[src/rtl/multicycle_ctrl_pkg.sv]
// Shared types for the multi-cycle MIPS main control unit: state encoding,
// opcode values, datapath mux/ALU encodings and the per-state control word.
package multicycle_ctrl_pkg;

  localparam int unsigned OPCODE_W_DEF = 6;
  localparam int unsigned ALUOP_W_DEF  = 2;
  localparam int unsigned CNT_W_DEF    = 32;

  typedef enum logic [3:0] {
    S_FETCH   = 4'd0,
    S_DECODE  = 4'd1,
    S_MEMADDR = 4'd2,
    S_MEMRD   = 4'd3,
    S_MEMWB   = 4'd4,
    S_MEMWR   = 4'd5,
    S_REXEC   = 4'd6,
    S_RWB     = 4'd7,
    S_BRANCH  = 4'd8,
    S_JUMP    = 4'd9,
    S_IEXEC   = 4'd10,
    S_IWB     = 4'd11,
    S_TRAP    = 4'd12
  } state_e;

  localparam logic [5:0] OP_R    = 6'h00;
  localparam logic [5:0] OP_LW   = 6'h23;
  localparam logic [5:0] OP_SW   = 6'h2B;
  localparam logic [5:0] OP_BEQ  = 6'h04;
  localparam logic [5:0] OP_J    = 6'h02;
  localparam logic [5:0] OP_ADDI = 6'h08;

  typedef enum logic [1:0] {
    ALU_ADD   = 2'b00,
    ALU_SUB   = 2'b01,
    ALU_FUNCT = 2'b10
  } alu_op_e;

  typedef enum logic [1:0] {
    SRCB_RT     = 2'd0,
    SRCB_FOUR   = 2'd1,
    SRCB_IMM    = 2'd2,
    SRCB_IMM_SH = 2'd3
  } srcb_e;

  typedef enum logic [1:0] {
    PCSRC_ALU    = 2'd0,
    PCSRC_ALUOUT = 2'd1,
    PCSRC_JUMP   = 2'd2
  } pcsrc_e;

  typedef struct packed {
    logic    pc_write;
    logic    pc_write_cond;
    logic    iord;
    logic    mem_read;
    logic    mem_write;
    logic    ir_write;
    logic    mem_to_reg;
    logic    reg_dst;
    logic    reg_write;
    logic    alu_src_a;
    srcb_e   alu_src_b;
    alu_op_e alu_op;
    pcsrc_e  pc_source;
  } ctrl_word_t;

endpackage

[src/rtl/multicycle_ctrl_if.sv]
// Datapath-facing bundle of the main control unit: instruction/status inputs
// and the per-cycle control enables plus status outputs.
interface multicycle_ctrl_if #(
  parameter int unsigned OPCODE_W = 6,
  parameter int unsigned ALUOP_W  = 2,
  parameter int unsigned CNT_W    = 32
);
  logic [OPCODE_W-1:0] opcode;
  logic                zero;
  logic                mem_ready;

  logic                PCWrite;
  logic                PCWriteCond;
  logic                IorD;
  logic                MemRead;
  logic                MemWrite;
  logic                IRWrite;
  logic                MemtoReg;
  logic                RegDst;
  logic                RegWrite;
  logic                ALUSrcA;
  logic [1:0]          ALUSrcB;
  logic [ALUOP_W-1:0]  ALUOp;
  logic [1:0]          PCSource;
  logic                illegal_op;
  logic [CNT_W-1:0]    retired;

  modport master (
    input  opcode, zero, mem_ready,
    output PCWrite, PCWriteCond, IorD, MemRead, MemWrite, IRWrite,
           MemtoReg, RegDst, RegWrite, ALUSrcA, ALUSrcB, ALUOp, PCSource,
           illegal_op, retired
  );

  modport slave (
    output opcode, zero, mem_ready,
    input  PCWrite, PCWriteCond, IorD, MemRead, MemWrite, IRWrite,
           MemtoReg, RegDst, RegWrite, ALUSrcA, ALUSrcB, ALUOp, PCSource,
           illegal_op, retired
  );
endinterface

[src/rtl/mc_ctrl_decode.sv]
// Combinational state (+mem_ready) to control-word decode; en=0 forces every
// enable low so nothing is asserted while the controller is held in reset.
module mc_ctrl_decode
  import multicycle_ctrl_pkg::*;
(
  input  state_e     state,
  input  logic       mem_ready,
  input  logic       en,
  output ctrl_word_t cw
);

  always_comb begin
    cw = '0;
    if (en) begin
      case (state)
        S_FETCH: begin
          cw.mem_read  = 1'b1;
          cw.alu_src_b = SRCB_FOUR;
          // IR and PC update only on the cycle the fetch completes
          cw.ir_write  = mem_ready;
          cw.pc_write  = mem_ready;
        end
        S_DECODE:  cw.alu_src_b = SRCB_IMM_SH;
        S_MEMADDR: begin
          cw.alu_src_a = 1'b1;
          cw.alu_src_b = SRCB_IMM;
        end
        S_MEMRD: begin
          cw.mem_read = 1'b1;
          cw.iord     = 1'b1;
        end
        S_MEMWB: begin
          cw.reg_write  = 1'b1;
          cw.mem_to_reg = 1'b1;
        end
        S_MEMWR: begin
          cw.mem_write = 1'b1;
          cw.iord      = 1'b1;
        end
        S_REXEC: begin
          cw.alu_src_a = 1'b1;
          cw.alu_op    = ALU_FUNCT;
        end
        S_RWB: begin
          cw.reg_write = 1'b1;
          cw.reg_dst   = 1'b1;
        end
        S_BRANCH: begin
          cw.alu_src_a     = 1'b1;
          cw.alu_op        = ALU_SUB;
          cw.pc_write_cond = 1'b1;
          cw.pc_source     = PCSRC_ALUOUT;
        end
        S_JUMP: begin
          cw.pc_write  = 1'b1;
          cw.pc_source = PCSRC_JUMP;
        end
        S_IEXEC: begin
          cw.alu_src_a = 1'b1;
          cw.alu_src_b = SRCB_IMM;
        end
        S_IWB:   cw.reg_write = 1'b1;
        default: ;
      endcase
    end
  end

endmodule

[src/rtl/multicycle_ctrl.sv]
// Multi-cycle MIPS main control FSM with illegal-opcode trap and retire counter.
// Define CTRL_IMM_EN to decode ADDI (0x08) through IEXEC/IWB instead of trapping.
module multicycle_ctrl
  import multicycle_ctrl_pkg::*;
#(
  parameter int unsigned OPCODE_W = OPCODE_W_DEF,
  parameter int unsigned ALUOP_W  = ALUOP_W_DEF,
  parameter int unsigned CNT_W    = CNT_W_DEF
) (
  input logic                clk,
  input logic                rst_n,
  multicycle_ctrl_if.master  bus
);

  state_e           state_q, state_d;
  logic             illegal_op_q, illegal_op_d;
  logic [CNT_W-1:0] retired_q, retired_d;
  ctrl_word_t       cw_c;

  mc_ctrl_decode u_decode (
    .state     (state_q),
    .mem_ready (bus.mem_ready),
    .en        (rst_n),
    .cw        (cw_c)
  );

  always_ff @(posedge clk or negedge rst_n) begin
    if (!rst_n) begin
      state_q      <= S_FETCH;
      illegal_op_q <= 1'b0;
      retired_q    <= '0;
    end else begin
      state_q      <= state_d;
      illegal_op_q <= illegal_op_d;
      retired_q    <= retired_d;
    end
  end

  always_comb begin
    state_d      = state_q;
    illegal_op_d = illegal_op_q;
    retired_d    = retired_q;
    case (state_q)
      S_FETCH:   if (bus.mem_ready) state_d = S_DECODE;
      S_DECODE: begin
        if (bus.opcode == OPCODE_W'(OP_LW) || bus.opcode == OPCODE_W'(OP_SW))
          state_d = S_MEMADDR;
        else if (bus.opcode == OPCODE_W'(OP_R))
          state_d = S_REXEC;
        else if (bus.opcode == OPCODE_W'(OP_BEQ))
          state_d = S_BRANCH;
        else if (bus.opcode == OPCODE_W'(OP_J))
          state_d = S_JUMP;
`ifdef CTRL_IMM_EN
        else if (bus.opcode == OPCODE_W'(OP_ADDI))
          state_d = S_IEXEC;
`endif
        else
          state_d = S_TRAP;
      end
      S_MEMADDR: state_d = (bus.opcode == OPCODE_W'(OP_LW)) ? S_MEMRD : S_MEMWR;
      S_MEMRD:   if (bus.mem_ready) state_d = S_MEMWB;
      S_MEMWR:   if (bus.mem_ready) state_d = S_FETCH;
      S_REXEC:   state_d = S_RWB;
      S_IEXEC:   state_d = S_IWB;
      S_MEMWB, S_RWB, S_IWB, S_BRANCH, S_JUMP: state_d = S_FETCH;
      S_TRAP:    illegal_op_d = 1'b1;
      default:   state_d = S_FETCH;
    endcase
    // Every return to FETCH from another state completes one instruction
    if (state_q != S_FETCH && state_d == S_FETCH)
      retired_d = retired_q + CNT_W'(1);
  end

  assign bus.PCWrite     = cw_c.pc_write;
  assign bus.PCWriteCond = cw_c.pc_write_cond;
  assign bus.IorD        = cw_c.iord;
  assign bus.MemRead     = cw_c.mem_read;
  assign bus.MemWrite    = cw_c.mem_write;
  assign bus.IRWrite     = cw_c.ir_write;
  assign bus.MemtoReg    = cw_c.mem_to_reg;
  assign bus.RegDst      = cw_c.reg_dst;
  assign bus.RegWrite    = cw_c.reg_write;
  assign bus.ALUSrcA     = cw_c.alu_src_a;
  assign bus.ALUSrcB     = cw_c.alu_src_b;
  assign bus.ALUOp       = ALUOP_W'(cw_c.alu_op);
  assign bus.PCSource    = cw_c.pc_source;
  assign bus.illegal_op  = illegal_op_q;
  assign bus.retired     = retired_q;

endmodule

[src/flat_wrapper.sv]
// flat-port wrapper written by rule: the top's interface ports become plain ports
module multicycle_ctrl_flat import multicycle_ctrl_pkg::*;
#(
  parameter int unsigned OPCODE_W = OPCODE_W_DEF,
  parameter int unsigned ALUOP_W  = ALUOP_W_DEF,
  parameter int unsigned CNT_W    = CNT_W_DEF
)
  (clk, rst_n, bus_opcode, bus_zero, bus_mem_ready, bus_PCWrite, bus_PCWriteCond, bus_IorD, bus_MemRead, bus_MemWrite, bus_IRWrite, bus_MemtoReg, bus_RegDst, bus_RegWrite, bus_ALUSrcA, bus_ALUSrcB, bus_ALUOp, bus_PCSource, bus_illegal_op, bus_retired);
  multicycle_ctrl_if #(.OPCODE_W(OPCODE_W), .ALUOP_W(ALUOP_W), .CNT_W(CNT_W)) bus_i ();
  input logic clk;
  input logic rst_n;
  input wire logic [$bits(bus_i.opcode)-1:0] bus_opcode;
  input wire logic [$bits(bus_i.zero)-1:0] bus_zero;
  input wire logic [$bits(bus_i.mem_ready)-1:0] bus_mem_ready;
  output wire logic [$bits(bus_i.PCWrite)-1:0] bus_PCWrite;
  output wire logic [$bits(bus_i.PCWriteCond)-1:0] bus_PCWriteCond;
  output wire logic [$bits(bus_i.IorD)-1:0] bus_IorD;
  output wire logic [$bits(bus_i.MemRead)-1:0] bus_MemRead;
  output wire logic [$bits(bus_i.MemWrite)-1:0] bus_MemWrite;
  output wire logic [$bits(bus_i.IRWrite)-1:0] bus_IRWrite;
  output wire logic [$bits(bus_i.MemtoReg)-1:0] bus_MemtoReg;
  output wire logic [$bits(bus_i.RegDst)-1:0] bus_RegDst;
  output wire logic [$bits(bus_i.RegWrite)-1:0] bus_RegWrite;
  output wire logic [$bits(bus_i.ALUSrcA)-1:0] bus_ALUSrcA;
  output wire logic [$bits(bus_i.ALUSrcB)-1:0] bus_ALUSrcB;
  output wire logic [$bits(bus_i.ALUOp)-1:0] bus_ALUOp;
  output wire logic [$bits(bus_i.PCSource)-1:0] bus_PCSource;
  output wire logic [$bits(bus_i.illegal_op)-1:0] bus_illegal_op;
  output wire logic [$bits(bus_i.retired)-1:0] bus_retired;
  assign bus_i.opcode = bus_opcode;
  assign bus_i.zero = bus_zero;
  assign bus_i.mem_ready = bus_mem_ready;
  assign bus_PCWrite = bus_i.PCWrite;
  assign bus_PCWriteCond = bus_i.PCWriteCond;
  assign bus_IorD = bus_i.IorD;
  assign bus_MemRead = bus_i.MemRead;
  assign bus_MemWrite = bus_i.MemWrite;
  assign bus_IRWrite = bus_i.IRWrite;
  assign bus_MemtoReg = bus_i.MemtoReg;
  assign bus_RegDst = bus_i.RegDst;
  assign bus_RegWrite = bus_i.RegWrite;
  assign bus_ALUSrcA = bus_i.ALUSrcA;
  assign bus_ALUSrcB = bus_i.ALUSrcB;
  assign bus_ALUOp = bus_i.ALUOp;
  assign bus_PCSource = bus_i.PCSource;
  assign bus_illegal_op = bus_i.illegal_op;
  assign bus_retired = bus_i.retired;
  multicycle_ctrl #(.OPCODE_W(OPCODE_W), .ALUOP_W(ALUOP_W), .CNT_W(CNT_W)) u_core (.clk(clk), .rst_n(rst_n), .bus(bus_i));
endmodule
[config.mk]
export PLATFORM = sky130hd
export DESIGN_NAME = multicycle_ctrl_flat
export DESIGN_NICKNAME = d
export VERILOG_FILES = /design/src/rtl/multicycle_ctrl_pkg.sv /design/src/rtl/multicycle_ctrl_if.sv /design/src/rtl/mc_ctrl_decode.sv /design/src/rtl/multicycle_ctrl.sv /design/src/flat_wrapper.sv
export SDC_FILE = /design/constraint.sdc
export NUM_CORES = 1
export LEC_CHECK = 0
export BUFFER_PORTS_ARGS = -buffer_cell sky130_fd_sc_hd__buf_4
export CORE_ASPECT_RATIO = 0.5
export CORE_UTILIZATION = 30
export CTS_CLUSTER_DIAMETER = 120
export DETAILED_ROUTE_END_ITERATION = 6
export PLACE_DENSITY = 0.64
export SLEW_MARGIN = 5
export SYNTH_ARGS = -nofsm -noshare
export SYNTH_HDL_FRONTEND = slang
export SYNTH_HIERARCHICAL = 1
export SYNTH_SLANG_ARGS = --single-unit
[constraint.sdc]
create_clock -name clk -period 2.3 [get_ports clk]
set_clock_uncertainty 0.15 [all_clocks]
set_input_delay 0.46 -clock clk [delete_from_list [all_inputs] [get_ports clk]]
set_output_delay 0.46 -clock clk [all_outputs]
set_load 0.02 [all_outputs]
Word-level counts from Yosys, hierarchy flattened
Index checks and enable logic that the tools add are counted.

cells by class
  add/sub/neg operators = 1
  multiplexer cells = 23
  reductions and logical operators = 11
  equality and inequality tests = 16

operators by type and width
  operator                                              count
  adder 32 x 1 -> 32 bit (second input constant)        1
  one-hot mux 4 bit (8 select lines)                    1
  2-to-1 mux 4 bit                                      6
  equality test 4 bit (second input constant)           5
  equality test 4 x 3 -> 1 bit (second input constant)  4
  2-to-1 mux 16 bit                                     1
  equality test 6 bit (second input constant)           2
  2-to-1 mux 1 bit                                      9
  equality test 4 x 2 -> 1 bit (second input constant)  2
  zero test 4 bit                                       2
  one-hot mux 2 bit (2 select lines)                    2
  equality test 6 x 2 -> 1 bit (second input constant)  1
  equality test 6 x 3 -> 1 bit (second input constant)  1
  zero test 6 bit                                       1
  2-to-1 mux 3 bit                                      2
  one-hot mux 2 bit (3 select lines)                    1
  OR reduction 2 bit                                    3
  equality test 4 x 1 -> 1 bit (second input constant)  1
  nonzero test 4 bit                                    1
  OR reduction 4 bit                                    1
  OR reduction 3 bit                                    1
  one-hot mux 1 bit (2 select lines)                    1
  logical AND 1 bit                                     1
  logical OR 1 bit                                      1

word-level totals
  logic and storage cells = 54
  input bits = 10
  output and inout port bits = 49
  bits in registers = 37

Logic depth before layout (Yosys ltp)
  word-level depth = 8
  gate-level depth with buffers = 9
  gate-level depth less buffers = 6

Hierarchy
The synthesis kept the hierarchy.

by module, submodules not included
  module           cells an instance  instances  seq. area each (um2)  area an instance (um2)
  multicycle_ctrl  189                1          925.9                 2018.2
  mc_ctrl_decode   38                 1          0.0                   265.3

Worst setup path after synthesis
Ideal clock, no wire load.

  path type = register -> register
  start point = register u_core.state_q[0]
  end point = register u_core.retired_q[12], in the netlist u_core/bus.retired[12]
  data arrival time = 2.121 ns
  data required time = 2.018 ns
  buffers on the path = 2
  stages on the path, launching flop included = 9
  setup slack = -0.103 ns
  library setup time = 0.132 ns
  clock period less this slack = 2.403 ns
  cells stage by stage = dfrtp_1 -> buf_4 -> or4_2 -> and3_1 -> and2_0 -> buf_2 -> nand3_1 -> nor3_1 -> xor2_1

on the way
  longest elaborated chain between the ends = 4
  elaborated cells between the ends (all ways) = 15
  classes of those cells = eq/ne: 7; mux: 4; reduce/logical: 4

ends and longest elaborated chain
  item                                         line                   source
  start, declared                              multicycle_ctrl.sv:15  state_e state_q, state_d;
  start signal, assigned                       multicycle_ctrl.sv:33  state_q <= state_d;
  equality test 4 bit (tied with other cells)  multicycle_ctrl.sv:43  case (state_q)
  one-hot mux 4 bit (8 select lines)           multicycle_ctrl.sv:43
  zero test 4 bit                              multicycle_ctrl.sv:71  if (state_q != S_FETCH && state_d == S_FETCH)
  logical AND 1 bit *                          multicycle_ctrl.sv:71
  end signal, assigned                         multicycle_ctrl.sv:35  retired_q <= retired_d;
  end, declared                                multicycle_ctrl.sv:17  logic [CNT_W-1:0] retired_q, retired_d;

Every way passes the cells marked *; elsewhere a longest branch is shown, timed or not.
A chain may end at the register's enable or synchronous reset.

Final worst setup path
  start point = register u_core.state_q[0]
  end point = register u_core.retired_q[28], in the netlist u_core/bus.retired[28]

on the way
  longest elaborated chain between the ends = 4
  elaborated cells between the ends (all ways) = 15
  classes of those cells = eq/ne: 7; mux: 4; reduce/logical: 4

ends and longest elaborated chain
  item                                         line
  equality test 4 bit (tied with other cells)  multicycle_ctrl.sv:43
  one-hot mux 4 bit (8 select lines) *         multicycle_ctrl.sv:43
  via u_core.state_d[2]                        multicycle_ctrl.sv:15
  zero test 4 bit *                            multicycle_ctrl.sv:71
  logical AND 1 bit *                          multicycle_ctrl.sv:71

Mark *: on every way through the listed nets, which the timed path passes. The rest lies on a longest branch.

==> flow_summary.json <==
{
  "status": "complete, but fails checks",
  "violations": "DRC, setup timing",
  "clk_pin_slew_worst_paths_ns": 0.05,
  "r2r-start": "u_core/state_q[0]",
  "clk_path_buf_depth": 2,
  "yosys.cell_types.count": 57,
  "grt_pass1_wl_um": 9860,
  "slowest_delay_ns": 0.51,
  "synth_area_leaders": "dfrtp_1 41%, xor2_1 7.3%, xnor2_1 6.1%",
  "sw_frac_of_total_pct": 38.3,
  "synth.net_count": 238,
  "p_seq_share_pct": 23.7,
  "required_ns": 2.34,
  "stdcell_count": 422,
  "crit_fanout": 8,
  "finalSetupTns_ns": -3.28,
  "track_usage_pct": 15.5,
  "cts_root_buf": "clkbuf_16",
  "synth-edff-count": 0,
  "first_pass_iters": 7,
  "drc_errors": 2,
  "grt_setup_unrepaired": "yes",
  "netlist_area_um2": 2280,
  "ff2ff_path_depth": 8,
  "cts_max_level": 2,
  "finalHoldViolCount": 0,
  "antenna_cells": 0,
  "dieArea_um2": 7990,
  "worst-path-buf-inv": 2,
  "fp.dieW_um": 125,
  "vias_per_cell": 5.06,
  "p_leak_nw": 1.79,
  "syn_to_final_growth_pct": 57.5,
  "yosysSeqAreaShare_pct": 40.5,
  "totalPowerFinal_w": 0.00357,
  "core_um2": 7350,
  "holdBufCountCts": 0,
  "slowest_stage": "or4_4",
  "synth_top_area_share_pct": 40.5,
  "path_depth": 8,
  "relSlewSlack_pct": 69.2,
  "gp_congestion": 0.792,
  "fin_nets": 336,
  "syn_inst": 227,
  "cts_buffers": 5,
  "endpoint_kind": "flip-flop",
  "yosysWarningCount": 6,
  "layout_min_cycle_time_ns": 2.47,
  "avgSynthCellArea_um2": 10.1,
  "path_delay_family": "simple AND/OR/NAND/NOR gates",
  "cellPowerDensity_nw_per_um2": 992,
  "rrSetupSlack_ns": -0.17,
  "placedCellCount": 397,
  "grt_max_degree": 38,
  "tritoncts": "yes",
  "yosys.area.top_type": "dfrtp_1",
  "fin_crit_sh_pct": 108,
  "start_util_pct": 31.1,
  "vias": 2135,
  "ios": 59,
  "crit_end": "u_core/bus.retired[28]",
  "max_freq_mhz": 404,
  "clkSinkCount": 37,
  "clk_latency_ns": 0.28,
  "ys_async_sr_fraction_pct": 100,
  "slew_violations": 0,
  "layout_setup_ws_ns": -0.173,
  "synth_top_flop_cell": "dfrtp_1",
  "dieHeight_um": 63.7,
  "worstPathCellList": "nor3b_4 -> buf_4 -> o311ai_4 -> o211ai_2 -> or4_4 -> clkbuf_16 -> nor3_4 -> xor2_1",
  "cp_data_arrival_time_ns": 2.51,
  "antenna_found_initial": 0,
  "clockPowerShare_pct": 17.9,
  "grt_remaining_overflow": 0,
  "p_int_w": 0.00220,
  "hpwl_um": 4140,
  "ys_ff_latch": 37,
  "yosysMostFrequentCell": "dfrtp_1",
  "critPathKind": "reg -> reg",
  "ant_nets": 0,
  "drive_gt1_share_pct": 48.5,
  "power_switching_w": 0.00137,
  "peakVddDrop_uv": 436,
  "worst-slew-pin-transition_ns": 0.462,
  "drv_cap": 0,
  "routed_wl_um": 6660,
  "start_kind": "flip-flop",
  "setup_viol": 34,
  "ys_top_cells_by_count": "37 x dfrtp_1, 19 x xor2_1, 16 x xnor2_1",
  "wl_per_cell_um": 15.8,
  "row_count": 22,
  "grt_pass1_vias": 2087,
  "portBuffers": 57,
  "crit_start": "u_core/state_q[0]",
  "comb_power_share_pct": 58.4,
  "hold_class": "in -> async",
  "initialDrtViolationCount": 143,
  "r2r-end": "u_core/bus.retired[28]"
}
layer usage:
layer  track usage, %  up-vias  share of wire (%)
li1                 -     1013                  -
met1             18.7     1051                 41
met2             27.8       53                 53
met3             2.80       18                3.5
met4             5.64        0                3.0
met5                0        -                  0
worst reg2reg max path, stage by stage, from the launching register on:
cell and delay, ns:
dfrtp_2 0.45, nor3b_4 0.18, buf_4 0.14, o311ai_4 0.23, o211ai_2 0.16, or4_4 0.51
clkbuf_16 0.22, nor3_4 0.18, xor2_1 0.18
cell families (layout without fill, tap and decap cells):
logic type	count (synthesis)	in the layout	synth area share (%)
XOR/XNOR	35	35	13.4
flip-flops	37	37	40.5
AND/OR/NAND/NOR	116	116	33.2
multiplexers	1	1	0.493
buffers and inverters	17	116	4.93
AO/OA/AOI/OAI	20	20	6.90
adder cells (fa/ha/maj)	1	1	0.548
per-stage QoR:
step           setup WS, ns  hold slack [ns]  utilization [%]  cell area, um2
2_1_floorplan       -0.0480           0.0144                -            2300
5_1_grt              -0.284            0.254             48.9            3600
3_3_place_gp         -0.308            0.301             40.6            2980
6_report             -0.173            0.210             48.9            3600
3_5_place_dp         -0.355            0.310             40.6            2980
4_1_cts              -0.123            0.227             45.2            3320
worst min path at each step:
stage | startpoint | endpoint | slack [ns] | cells past startpoint
after floorplan | rst_n | u_core/bus.illegal_op | 0.01 | 0
after global placement | u_core/bus.illegal_op | u_core/bus.illegal_op | 0.30 | 1
after detailed placement | u_core/bus.illegal_op | u_core/bus.illegal_op | 0.31 | 1
after CTS | rst_n | u_core/bus.retired[0] | 0.23 | 2
after global routing | rst_n | u_core/bus.retired[5] | 0.25 | 2
final | rst_n | u_core/bus.retired[7] | 0.21 | 2
power groups by stage:
| stage | Sequential [W] | Clock [W] | Combinational, W |
|---|---|---|---|
| 4_1_cts | 0.000840 | 0.000649 | 0.00166 |
| 6_report | 0.000847 | 0.000638 | 0.00208 |
| 5_1_grt | 0.000856 | 0.000687 | 0.00219 |
| 3_5_place_dp | 0.000866 | 0 | 0.00133 |
| 2_1_floorplan | 0.000905 | 0 | 0.000794 |
| 3_3_place_gp | 0.000856 | 0 | 0.00129 |
placed cells by master (no fill, tap or decap), drive strengths merged, types with 2 or more instances in the layout:
cell / Yosys / final
xor2: 19 / 19
and4b: 3 / 3
or4: 2 / 2
and3b: 2 / 2
nand4: 10 / 10
and3: 12 / 12
buf: 14 / 103
inv: 3 / 3
nand3: 12 / 12
o211ai: 3 / 3
a21oi: 5 / 5
nand2: 15 / 15
nor3: 19 / 19
o311ai: 3 / 3
or3b: 3 / 3
nand2b: 5 / 5
and2b: 2 / 2
dfrtp: 37 / 37
and4: 3 / 3
and2: 3 / 3
o21ai: 4 / 4
nor4: 4 / 4
nor2b: 3 / 3
xnor2: 16 / 16
nor4b: 2 / 2
clkbuf: 0 / 10
nor3b: 2 / 2
nor2: 7 / 7
what timing repair did:
action                                  4_1_cts  5_1_grt
pin swaps                                    11       23
gates resized for setup                      36       36
buffers inserted                             11        3
endpoints found under the setup margin       41       39
cloned                                        0        3
endpoints found under the hold margin         0        0
cell type report:
| class | instances | area (um2) |
|---|---|---|
| Clock buffer | 8 | 136 |
| Fill cell | 658 | 3750 |
| Inverter | 3 | 11.3 |
| Multi-Input combinational cell | 173 | 1510 |
| Sequential cell | 37 | 931 |
| Tap cell | 96 | 120 |
| Timing Repair Buffer | 105 | 892 |
sequential cells by signal (all words and copies together) (netlist names):
signal	flops
u_core/bus.illegal_op	1
u_core/bus.retired	32
u_core/state_q	4
Power figures use the tool's default switching activity.
